===== config.mk =====
export PLATFORM = sky130hd
export DESIGN_NAME = x_stream_source
export DESIGN_NICKNAME = d
export VERILOG_FILES = /design/src/rtl/x_stream_source.sv
export SDC_FILE = /design/constraint.sdc
export NUM_CORES = 1
export LEC_CHECK = 0
export BUFFER_PORTS_ARGS = -buffer_cell sky130_fd_sc_hd__buf_2
export CORE_ASPECT_RATIO = 2
export CORE_MARGIN = 5
export CORE_UTILIZATION = 60
export CTS_CLUSTER_DIAMETER = 40
export DETAILED_ROUTE_END_ITERATION = 7
export PLACE_DENSITY = 0.88
export SLEW_MARGIN = 30
export SYNTH_ARGS = -nofsm -noshare
export SYNTH_HDL_FRONTEND = slang
export SYNTH_SLANG_ARGS = --single-unit

===== constraint.sdc =====
create_clock -name clock -period 4.9 [get_ports clock]
set_clock_uncertainty 0.15 [all_clocks]
set_input_delay 0 -clock clock [delete_from_list [all_inputs] [get_ports clock]]
set_output_delay 0 -clock clock [all_outputs]
set_load 0.02 [all_outputs]

===== src/rtl/x_stream_source.sv =====
// rtl/x_stream_source.sv - serial start/X stimulus source for the ones-detector self-test
module x_stream_source #(
  parameter int TARGET      = 16,
  parameter int CW          = 5,
  parameter int ACK_TIMEOUT = 4
) (
  input  logic          clock,
  input  logic          clear,
  input  logic          go,
  input  logic [15:0]   pattern,
  input  logic          G,
  output logic          start_out,
  output logic          X,
  output logic          busy,
  output logic [CW-1:0] ones_sent,
  output logic          done,
  output logic          err
);

  localparam int            TW           = $clog2(ACK_TIMEOUT + 1);
  localparam logic [CW-1:0] TARGET_C     = CW'(TARGET);
  localparam logic [TW-1:0] TIMEOUT_LAST = TW'(ACK_TIMEOUT - 1);

  typedef enum logic [1:0] {IDLE, START, SEND, WAIT_ACK} state_t;

  state_t        state;
  logic [15:0]   shreg;
  logic [TW-1:0] tcnt;
  logic [15:0]   shreg_rot;
  logic [CW-1:0] ones_next;

  // Next rotation of the pattern and the ones count after emitting shreg[0]
  always_comb begin
    shreg_rot = {shreg[0], shreg[15:1]};
    ones_next = shreg[0] ? ones_sent + CW'(1) : ones_sent;
  end

  // Transaction FSM; the edge leaving START emits the first bit, so the SEND
  // state lines up exactly with the cycles on which X carries pattern bits
  always_ff @(negedge clock or posedge clear) begin
    if (clear) begin
      state     <= IDLE;
      shreg     <= '0;
      tcnt      <= '0;
      start_out <= 1'b0;
      X         <= 1'b0;
      busy      <= 1'b0;
      ones_sent <= '0;
      done      <= 1'b0;
      err       <= 1'b0;
    end else begin
      done <= 1'b0;
      err  <= 1'b0;
      case (state)
        IDLE: begin
          if (go) begin
            if (pattern != 16'h0000) begin
              shreg     <= pattern;
              ones_sent <= '0;
              tcnt      <= '0;
              start_out <= 1'b1;
              X         <= 1'b0;
              busy      <= 1'b1;
              state     <= START;
            end else begin
              err <= 1'b1;
            end
          end
        end
        START: begin
          start_out <= 1'b0;
          X         <= shreg[0];
          shreg     <= shreg_rot;
          ones_sent <= ones_next;
          state     <= SEND;
        end
        SEND: begin
          if (ones_sent == TARGET_C) begin
            X     <= 1'b0;
            tcnt  <= '0;
            state <= WAIT_ACK;
          end else begin
            X         <= shreg[0];
            shreg     <= shreg_rot;
            ones_sent <= ones_next;
          end
        end
        WAIT_ACK: begin
          if (G) begin
            done  <= 1'b1;
            busy  <= 1'b0;
            state <= IDLE;
          end else if (tcnt == TIMEOUT_LAST) begin
            err   <= 1'b1;
            busy  <= 1'b0;
            state <= IDLE;
          end else begin
            tcnt <= tcnt + TW'(1);
          end
        end
        default: state <= IDLE;
      endcase
    end
  end

endmodule


==> metrics.md <==
| Metric | Value |
|---|---|
| Number of max-cap violations | `0` |
| Synth warn | `0` |
| Placed Area | `1940 µm²` |
| CP cell instances | `buf_2 > nor4_2 > nand4_2 > o41a_1 > nand2_4 > mux2_4` |
| Worst endpoint data arrival time | `1.80 ns` |
| WL final | `4.03 mm` |
| Dominant cells by area after synthesis | `dfrtn_1, mux2i_1, o21ai_0, ha_1, o21ai_2` |
| Slowest library cell on the worst path | `o41a_1` |
| CTS Hold Bufs | `0` |
| Setup crit end kind | `flip-flop` |
| Core ar. | `2940 µm²` |
| Post-route ant nets | `0` |
| Placed cell count | `217` |
| Setup TNS | `0 ns` |
| Gpl congestion | `0.817` |
| DR iter-0 viols | `22` |
| Met1 global-route usage | `22.0%` |
| Die Y | `87.4 µm` |
| Antenna violations before repair | `0` |
| Pleak | `1.01 nW` |
| Synth area leader | `dfrtn_1` |
| Final Non-Filler Cells | `225` |
| Worst Tran Pin Value | `0.615 ns` |
| Post-CTS resize count | `0` |
| Initial Util | `61.1%` |
| Cell family contributing the most delay on the critical path | `simple AND/OR/NAND/NOR gates` |
| H-tree lvl count | `2` |
| Chip width | `48.7 µm` |
| Worst hold path class | `reg2reg` |
| Critical path class | `in2reg` |
| CP startpoint kind | `input pin` |
| Slack of the critical path | `0.634 ns` |
| Vias in the first global route | `1492` |
| RSZ-0062 raised after global routing | `false` |
| Diodes inserted | `0` |
| CTS Buf Count | `5` |
| Worst-path maximum fanout | `19` |
| Maximum vdd drop | `0.000377 V` |
| First-pass GRT wire length | `6.98 mm` |
| Synth Flop Type | `dfrtn_1` |
| Hold Path Cell Cnt | `2` |
| Site Rows | `28` |
| Die Area | `4260 µm²` |
| DP HPWL | `3.03 mm` |
| PwrDens | `700 nW/µm²` |
| I/O Buffers | `29` |
| Clock transition at path regs | `0.05 ns` |
| Worst hold slack | `0.314 ns` |
| Post-synth EDFFs | `0` |
| GRT Residual Overflow | `0` |
| Synth cell count leaders | `dfrtn_1, o21ai_0, mux2i_1, o21ai_2, inv_1` |
| Ratio of cells with drive above 1 in the final layout | `30.3%` |
| FFs w/ async S/R, synth | `100%` |
| Synthesized area | `1800 µm²` |
| Pre-CTS setup slack | `0.336 ns` |
| CTS tree | `yes` |
| Netlist cell types | `43` |
| Reg2reg path depth | `7` |
| Met2 GRT Util | `37.0%` |
| Synth Area per Inst | `10.9 µm²` |
| Vias post-DR | `1427` |
| Worst-Skew Late Latency | `0.29 ns` |
| CTS root buf | `clkbuf_8` |
| Syn nets | `193` |
| Layout area overhead | `14.6%` |
| Fin area | `2060 µm²` |
| Critical path's largest stage delay | `0.51 ns` |
| Top Usage Layer GRT | `met2` |
| Fin. max-slew vios | `0` |
| Area fraction of the dominant cell type after synthesis | `43.1%` |
| Setup-failing EPs final | `0` |
| Clock tree buffer depth | `2` |
| Cell depth of the worst setup path | `6` |
| Final Hold Fails | `0` |
| FF+latch count, synth | `31` |
| Slew margin rel. | `59.0%` |
| Pin count of the biggest net entering global routing | `32` |
| Synthesized netlist cell count | `165` |
| Nets | `222` |
| Drt wl/cell | `17.9 µm` |
| Clock sinks | `31` |
| DRC errors left | `0` |
| Drt first pass iters | `4` |
| I/O pins | `30` |
| Sequential area share after synthesis | `43.1%` |
| Setup Fix Bufs, Post-CTS | `0` |
| Worst path required time | `2.43 ns` |
| WP buf/inv | `1` |
| Dominant cell by count in the synthesized netlist | `dfrtn_1` |
| Status | `complete, no violations` |
| Via/cell ratio | `6.34` |
| Met3 usage | `4.97%` |
| Tot GR Track Use | `20.5%` |
-- cell type report --
cell class | instances | area [µm²]
multi-input cells | 116 | 937
fillers | 218 | 881
flip-flops and latches | 31 | 776
repair buffers | 31 | 160
clock buffers | 6 | 82.6
well taps | 30 | 37.5
clock inverters | 2 | 35.0
inverters | 9 | 33.8
-- state kept, by name, indices dropped and copies added, names as in the netlist --
signal,cells
done,1
tcnt,3
err,1
shreg,16
start_out,1
state,2
busy,1
X,1
ones_sent,5
-- per-stage QoR --
stage | power, mW | utilization [%]
floorplan | 1.03 | -
global placement | 1.13 | 66.0
detailed placement | 1.19 | 66.0
CTS | 1.45 | 70.0
global route | 1.55 | 70.1
finish | 1.44 | 70.1
-- path summary, 6_finish.rpt --
check | startpoint | to | slack (ns)
worst max-delay path | pattern[8] | shreg[15] | 0.63
worst min-delay path | X | X | 0.31
worst max register to register | state[0] | shreg[15] | 2.29
worst min register to register | X | X | 0.31
max in group asynchronous | clear | done | 2.31
min in group asynchronous | clear | shreg[15] | 1.96
-- worst register-to-register path, cell delays in order, from the launching register on --
cell	delay [ns]
dfrtn_1	0.39
inv_1	0.11
ha_2	0.24
nor4b_4	0.23
nand4_2	0.19
o41a_1	0.51
nand2_4	0.30
mux2_4	0.34
-- power breakdown --
| part | internal [mW] | switching [mW] |
|---|---|---|
| combinational | 0.304 | 0.431 |
| sequential | 0.374 | 0.0754 |
| clock | 0.164 | 0.0943 |
-- logic make-up after synthesis --
kind of cell / synth area share (%)
adder cells (fa/ha/maj): 5.56
flip-flops: 43.1
AND/OR/NAND/NOR: 14.4
buffers and inverters: 4.94
AO/OA/AOI/OAI: 20.4
multiplexers: 11.5
-- routing by layer --
metal  vias up  wire length (µm)
li1        669                 -
met1       686              1490
met2        58              2200
met3        14               211
met4         0               124
met5         -                 0
-- placed cells by master, fill, tap and decap left out, types with 2 or more instances in the layout --
cell,instances
a21o_1,2
a21oi_1,4
a31oi_1,2
buf_2,29
buf_4,2
clkbuf_8,6
dfrtn_1,31
ha_1,7
inv_1,9
mux2_1,2
mux2i_1,17
nand2_1,5
nand2b_1,3
nand3_1,4
nand4_1,2
nor2_1,3
nor2b_1,3
nor4_1,2
o21ai_0,25
o21ai_2,10
o311ai_0,2
o31ai_1,2
Power figures use the tool's default switching activity.
